--- config.mk ---
export PLATFORM = sky130hd
export DESIGN_NAME = transpose_pingpong
export DESIGN_NICKNAME = d
export VERILOG_FILES = /design/src/rtl/transpose_pingpong.sv
export SDC_FILE = /design/constraint.sdc
export NUM_CORES = 2
export LEC_CHECK = 0
export CAP_MARGIN = 20
export CORE_MARGIN = 2
export CORE_UTILIZATION = 60
export DETAILED_ROUTE_END_ITERATION = 10
export HOLD_SLACK_MARGIN = 0.12
export PLACE_DENSITY_LB_ADDON = 0.25
export SYNTH_ARGS = -nofsm -noshare
export SYNTH_HDL_FRONTEND = slang
export SYNTH_SLANG_ARGS = --single-unit
--- constraint.sdc ---
create_clock -name i_clk -period 3.6 [get_ports i_clk]
set_input_delay 0.9 -clock i_clk [delete_from_list [all_inputs] [get_ports i_clk]]
set_output_delay 0.9 -clock i_clk [all_outputs]
set_load 0.01 [all_outputs]
--- src/rtl/transpose_pingpong.sv ---
// transpose_pingpong: NxN matrix transpose on AXI-Stream.
// Row-major input is written into one of two banks while the other bank is
// read out column-major, so filling matrix k+1 overlaps draining matrix k.
module transpose_pingpong #(
  parameter  int VALUE_WIDTH     = 17,
  parameter  int N               = 8,
  localparam int AXIS_DATA_WIDTH = 8 * ((VALUE_WIDTH - 1) / 8 + 1)
) (
  input  logic                       i_clk,
  input  logic                       i_aresetn,
  input  logic                       i_axis_TVALID,
  output logic                       o_axis_TREADY,
  input  logic [AXIS_DATA_WIDTH-1:0] i_axis_TDATA,
  input  logic                       i_axis_TLAST,
  output logic                       o_axis_TVALID,
  input  logic                       i_axis_TREADY,
  output logic [AXIS_DATA_WIDTH-1:0] o_axis_TDATA,
  output logic                       o_axis_TLAST,
  output logic                       o_tlast_err
);

  localparam int DEPTH = N * N;
  localparam int CW    = $clog2(N);
  localparam int AW    = $clog2(DEPTH);

  logic signed [VALUE_WIDTH-1:0] bank [2][DEPTH];

  logic [1:0]    full;
  logic          wr_sel;
  logic          rd_sel;
  logic [CW-1:0] wr_r;
  logic [CW-1:0] wr_c;
  logic [CW-1:0] rd_r;
  logic [CW-1:0] rd_c;
  logic [AW-1:0] wr_addr;
  logic [AW-1:0] rd_addr;
  logic          accept;
  logic          wr_last;
  logic          load;
  logic          rd_last;
  logic          pad_unused;

  logic signed [VALUE_WIDTH-1:0] in_value;
  logic signed [VALUE_WIDTH-1:0] rd_value_p0;

  // Widen a stored element to the bus width, replicating its sign bit.
  function automatic logic signed [AXIS_DATA_WIDTH-1:0] sign_extend(
    input logic signed [VALUE_WIDTH-1:0] v
  );
    logic signed [AXIS_DATA_WIDTH-1:0] r;
    r = v;
    return r;
  endfunction

  // Pad bits above VALUE_WIDTH carry no information.
  assign pad_unused = ^i_axis_TDATA;
  assign in_value   = signed'(i_axis_TDATA[VALUE_WIDTH-1:0]);

  // Write side: ready depends only on the fill state of the bank being written.
  assign o_axis_TREADY = !full[wr_sel];
  assign accept        = i_axis_TVALID && o_axis_TREADY;
  assign wr_last       = (wr_r == CW'(N - 1)) && (wr_c == CW'(N - 1));
  assign wr_addr       = AW'(wr_r) * AW'(N) + AW'(wr_c);

  // Read side: element (r, c) of the stored row-major matrix, r running fastest.
  assign load        = full[rd_sel] && (!o_axis_TVALID || i_axis_TREADY);
  assign rd_last     = (rd_r == CW'(N - 1)) && (rd_c == CW'(N - 1));
  assign rd_addr     = AW'(rd_r) * AW'(N) + AW'(rd_c);
  assign rd_value_p0 = bank[rd_sel][rd_addr];

  // Element storage; no reset since contents are only read after being written.
  always_ff @(posedge i_clk) begin
    if (accept) begin
      bank[wr_sel][wr_addr] <= in_value;
    end
  end

  // Write counters, bank select and the TLAST framing check.
  always_ff @(posedge i_clk or negedge i_aresetn) begin
    if (!i_aresetn) begin
      wr_r        <= '0;
      wr_c        <= '0;
      wr_sel      <= 1'b0;
      o_tlast_err <= 1'b0;
    end else begin
      o_tlast_err <= accept && (i_axis_TLAST != wr_last);
      if (accept) begin
        if (wr_last) begin
          wr_r   <= '0;
          wr_c   <= '0;
          wr_sel <= ~wr_sel;
        end else if (wr_c == CW'(N - 1)) begin
          wr_c <= '0;
          wr_r <= wr_r + 1'b1;
        end else begin
          wr_c <= wr_c + 1'b1;
        end
      end
    end
  end

  // Bank fill flags: fill-complete and drain-complete always hit different banks.
  always_ff @(posedge i_clk or negedge i_aresetn) begin
    if (!i_aresetn) begin
      full <= '0;
    end else begin
      if (load && rd_last) begin
        full[rd_sel] <= 1'b0;
      end
      if (accept && wr_last) begin
        full[wr_sel] <= 1'b1;
      end
    end
  end

  // Output register stage: loads the next column-major element when free or consumed.
  always_ff @(posedge i_clk or negedge i_aresetn) begin
    if (!i_aresetn) begin
      rd_r          <= '0;
      rd_c          <= '0;
      rd_sel        <= 1'b0;
      o_axis_TVALID <= 1'b0;
      o_axis_TDATA  <= '0;
      o_axis_TLAST  <= 1'b0;
    end else if (load) begin
      o_axis_TVALID <= 1'b1;
      o_axis_TDATA  <= sign_extend(rd_value_p0);
      o_axis_TLAST  <= rd_last;
      if (rd_last) begin
        rd_r   <= '0;
        rd_c   <= '0;
        rd_sel <= ~rd_sel;
      end else if (rd_r == CW'(N - 1)) begin
        rd_r <= '0;
        rd_c <= rd_c + 1'b1;
      end else begin
        rd_r <= rd_r + 1'b1;
      end
    end else if (i_axis_TREADY) begin
      o_axis_TVALID <= 1'b0;
      o_axis_TLAST  <= 1'b0;
    end
  end

endmodule

# == Yosys cells after proc, flatten, opt, wreduce, memory -nomap -nowiden ==
# Memory sizes are Yosys's and may differ from the RTL's.
# Cells that the tools add are included.
# totals
register_bits,36
ramBits,2176
inputBits,29
word_cells,85
mem_count,1
# memory_table
memory,depth,width,rd,rd_clocked_by_memory_dff,write_ports,line_no,source
bank,2,1088,1,0,1,26,logic signed [VALUE_WIDTH-1:0] bank [2][DEPTH];
# classes
add_sub_neg,6
n_lt_le_gt_ge,7
n_eq_ne,5
muxes,28
n_bitwise,7
reduce_logical,20
# op_table
cell,n
2-to-1 mux 1088 bit,1
binary-select mux 17 bit (select 6 bit),1
demux 17 bit (select 6 bit),1
2-to-1 mux 17 bit,3
2-to-1 mux 3 bit,8
">= comparator 7 bit, second input constant",2
inverter 6 -> 7 bit,2
"adder 3 x 1 -> 3 bit, second input constant",4
adder 6 x 3 -> 6 bit,2
"== test 3 bit, second input constant",4
logical AND 1 bit,10
2-to-1 mux 1 bit,10
AND reduction 2 bit,4
"< comparator 7 x 1 -> 1 bit, second input constant",1
nonzero test 2 bit,3
"< comparator 1 x 2 -> 1 bit, second input constant",2
2-to-1 mux 2 bit,2
AND 2 bit,1
demux 1 bit (select 1 bit),2
">= comparator 1 bit, second input constant",2
logical NOT 1 bit,2
inverter 1 bit,2
inverter 2 bit,1
bitwise OR 2 bit,1
other kinds (2),2

# == Logic depth before layout (Yosys ltp) ==
# logic_depth
ltp_word,9
depth_mapped,12
ltp_nobuf,6

# == Worst setup path after synthesis ==
# No wires, ideal clock.
# synth_path
path_kind,input port to flip-flop
start,in i_axis_TVALID
end,mem bank[0][272] (netlist name) (enable)
t_arrival_ns,2.441
path_slack_ns,0.769
stages,5
path_buffers,2
path_cell_list,and2_1 clkbuf_1 nand4_1 clkbuf_1 nor2_1
# synth_between
elab_chain_len,3
# synth_rtl
item,line_no,source
"start, declared",11,"input logic i_axis_TVALID,"
logical AND 1 bit,61,assign accept = i_axis_TVALID && o_axis_TREADY;
2-to-1 mux 1 bit,73,if (accept) begin
2-to-1 mux 1088 bit (not written as such),74,bank[wr_sel][wr_addr] <= in_value;
"end, declared",26,
# No other way between the ends.

# == Worst setup path in the final report ==
# layout_path
start,reg rd_sel
end,reg o_axis_TDATA[13]
# layout_between
elab_chain_len,4
elab_cells_between_ends,7
classes_between,mux (5); reduce/logical (1); memory (1)
# layout_rtl
item,line_no,source
"start, declared",30,logic rd_sel;
"start signal, assigned",132,rd_sel <= ~rd_sel;
memory (2 x 1088 bit),-,
binary-select mux 17 bit (select 6 bit),69,assign rd_value_p0 = bank[rd_sel][rd_addr];
2-to-1 mux 17 bit (not written as such) (2 in a row),69,
"end signal, assigned",127,o_axis_TDATA <= sign_extend(rd_value_p0);
"end, declared",17,"output logic [AXIS_DATA_WIDTH-1:0] o_axis_TDATA,"
# Parallel ways exist; a longest one is shown, timed or not. The select of a mux whose other input is x is not followed.
# A chain may end at the register's enable or synchronous reset.

==> metrics.md <==
| Metric | Value |
|---|---|
| Overall Power | `50.8 mW` |
| Top cells by area, synth | `edfxtp_1 76%, mux4_2 9.7%, mux2i_1 5.1%` |
| First-pass GRT wire length | `290000 µm` |
| VDD IR-drop max | `0.551 mV` |
| Num CTS Buffers | `204` |
| Final setup margin | `0.338 ns` |
| CTS-repair resized insts | `0` |
| Gate power share | `0.034` |
| Worst EP required | `4.27 ns` |
| Commonest non-fill, non-tap cell in the layout | `edfxtp_1` |
| CTS H-tree lvls | `4` |
| Vias in the first global route | `42000` |
| Relative slew slack | `0.250` |
| Worst Hold Class | `in -> async` |
| Main synth FF type | `edfxtp_1` |
| Die W | `382 µm` |
| Drt drc | `0` |
| GPL Wtd Cong | `0.859` |
| Critical path cell sequence | `buf_12 -> buf_4 -> mux4_2 -> mux2_2 -> a221o_1 -> o2111ai_1 -> o311ai_1` |
| Slowest CP cell | `dfrtp_4` |
| Startpoint types | `flip-flop` |
| CTS tree | `yes` |
| Commonest non-fill, non-tap cells in the layout | `2176 x edfxtp_1, 434 x mux2i_1, 368 x mux4_2` |
| Final hold violation count | `0` |
| Fin util | `0.680` |
| Via density | `6.51` |
| # rows | `138` |
| Worst R2R Start | `rd_sel` |
| Initial DRT Pass Iterations | `5` |
| Number of synthesized flops with an enable pin | `2176` |
| Buf/Inv on CP | `2` |
| Hold Buf Count CTS | `0` |
| Starting density of the core | `0.605` |
| Clk network pwr share | `0.399` |
| CP max FO | `33` |
| Antenna cell count | `0` |
| Main combinational cell family by area after synthesis | `multiplexers` |
| Synth Area in Compound Gates | `0.0359` |
| Routed WL per cell | `30.7 µm` |
| Final Instance Area | `96200 µm²` |
| Unique cell type count in the Yosys netlist | `45` |
| Placed Cells | `6138` |
| Clk sinks | `2212` |
| Syn Nets | `4162` |
| Sw frac | `0.208` |
| Internal power | `40.3 mW` |
| Yosys reg bits | `2212` |
| Post-route insts no fill | `6512` |
| CTS Buffer Depth | `3` |
| Die Height | `382 µm` |
| Fmax | `307 MHz` |
| Final period util | `0.906` |
| Family with the most delay on the worst path | `multiplexers` |
| Proportion of synthesized area in mux cells | `0.152` |
| Crit Path Class | `reg -> reg` |
| Setup Skew | `0.0375 ns` |
| GRT Overall Usage | `0.277` |
| Root Buffer | `clkbuf_16` |
| Worst r2r dst | `o_axis_TDATA[13]` |
| Final WL | `200000 µm` |
| Clk slew on worst S/H paths | `0.06 ns` |
| Outcome | `finished, final reports clean` |
| Reg2Reg Setup Slack | `0.34 ns` |
| Largest net degree at the start of global routing | `129` |
| Post-CTS setup buffer count | `0` |
| Cell area after placement | `90000 µm²` |
| Synth Area in XOR/XNOR | `0.000205` |
| PwrDens | `528 nW/µm²` |
| Cell Area, Synth | `85600 µm²` |
| Slew Viols, Final | `0` |
| Initial DRC count | `5450` |
| Endpoints failing setup | `0` |
| Initial antenna violation count | `3` |
| Synth top area share | `0.763` |
| Flop pwr share | `0.567` |
| Vias | `42400` |
| Max-cap violations | `0` |
| CORE AREA | `142000 µm²` |
| Antenna viol nets, final | `0` |
| Layout cells sized above 1 | `0.230` |
| Post-synth ARST share | `0.0163` |
| Crit path time final | `3.26 ns` |
| Net switching power | `10.5 mW` |
| Synth Area in Simple Gates | `0.0195` |
| Setup repair after global routing missed its margin | `false` |
| Post-DP HPWL | `118000 µm` |
| Worst EP arrival | `3.94 ns` |
| Aggregate global routing overflow | `0` |
| Area growth syn-to-layout | `12.4%` |
| Yosys top cell by area | `edfxtp_1` |
| Worst-Skew Late Latency | `0.84 ns` |
| Reg2Reg Depth | `7` |
| IO Pins | `57` |
| Post-placement setup slack | `0.308 ns` |
| Crit path largest cell delay | `0.71 ns` |
| IO buf count | `49` |
| Area share of fa/ha/maj cells after synthesis | `0.00132` |
| Actual slew at the worst max-slew pin | `1.12 ns` |
| YS warnings | `0` |
| Min Hold Slack | `0.226 ns` |
| Syn Inst Count | `4124` |
| Final nets | `4492` |
| Critical Path Sink Type | `flip-flop` |
| Leak Pwr | `29.2 nW` |
| Final TNS setup | `0 ns` |
| Filler cell count | `8743` |
| Die Area | `146000 µm²` |
| Post-Syn Area per Cell | `20.8 µm²` |
| Seq/Total Area, Yosys | `0.774` |
## cell families (layout without fill, tap and decap cells)
logic type,Yosys count,count (layout)
XOR/XNOR,2,2
buffers and inverters,249,747
flip-flops,2212,2212
adder cells (fa/ha/maj),9,9
multiplexers,838,838
AO/OA/AOI/OAI,426,426
AND/OR/NAND/NOR,388,388
## power by group through the flow
stage | sequential [mW] | combinational (mW) | clock (mW)
4_1_cts | 28.8 | 1.72 | 20.5
3_5_place_dp | 29.3 | 1.72 | 0
5_1_grt | 28.8 | 1.82 | 21.4
6_report | 28.8 | 1.73 | 20.3
2_1_floorplan | 29.3 | 0.608 | 0
3_3_place_gp | 29.3 | 1.66 | 0
## state kept, by name, indices dropped and copies added (netlist names)
register       count
bank            2176
o_axis_TDATA      17
rd_c               3
rd_r               3
wr_c               3
wr_r               3
full               2
o_axis_TLAST       1
o_axis_TVALID      1
o_tlast_err        1
rd_sel             1
wr_sel             1
## metal layers
metal	track usage	up-vias	part of all wire
li1	-	17800	-
met1	0.400	22200	0.39
met2	0.430	2154	0.48
met3	0.0588	292	0.099
met4	0.0889	0	0.030
met5	0	-	0
## Yosys cell counts, drive strengths merged, types with 14 or more instances
cell type	count
a221oi	30
a21oi	84
a22oi	48
mux2	36
nand2	64
edfxtp	2176
o41ai	21
o21ai	14
o31ai	14
a221o	30
dfrtp	36
nor2	222
nor2b	38
o22ai	76
o221ai	38
nor3	20
buf	155
mux2i	434
nand3	16
clkbuf	91
mux4	368
a211oi	30
## worst max-delay path by stage
stage	start	endpoint	slack (ns)	cells past startpoint
after global routing	rd_c[0]	o_axis_TDATA[6]	0.23	10
after global placement	i_axis_TVALID	bank[1][883]	0.32	7
final	rd_sel	o_axis_TDATA[13]	0.34	7
after detailed placement	i_axis_TVALID	bank[1][747]	0.31	6
after CTS	rd_sel	o_axis_TDATA[13]	0.34	7
after floorplan	i_axis_TVALID	bank[0][272]	0.77	5
## cell type report
class / instances / area [µm²] / area share
sequential: 2212 / 66300 / 0.689
multi-input combinational: 1663 / 18000 / 0.187
clock buffer: 247 / 5370 / 0.0558
timing repair buffer: 370 / 3350 / 0.0348
tap: 1890 / 2360 / 0.0246
clock inverter: 127 / 867 / 0.00901
inverter: 3 / 11.3 / 0.000117
Power figures use the tool's default switching activity.
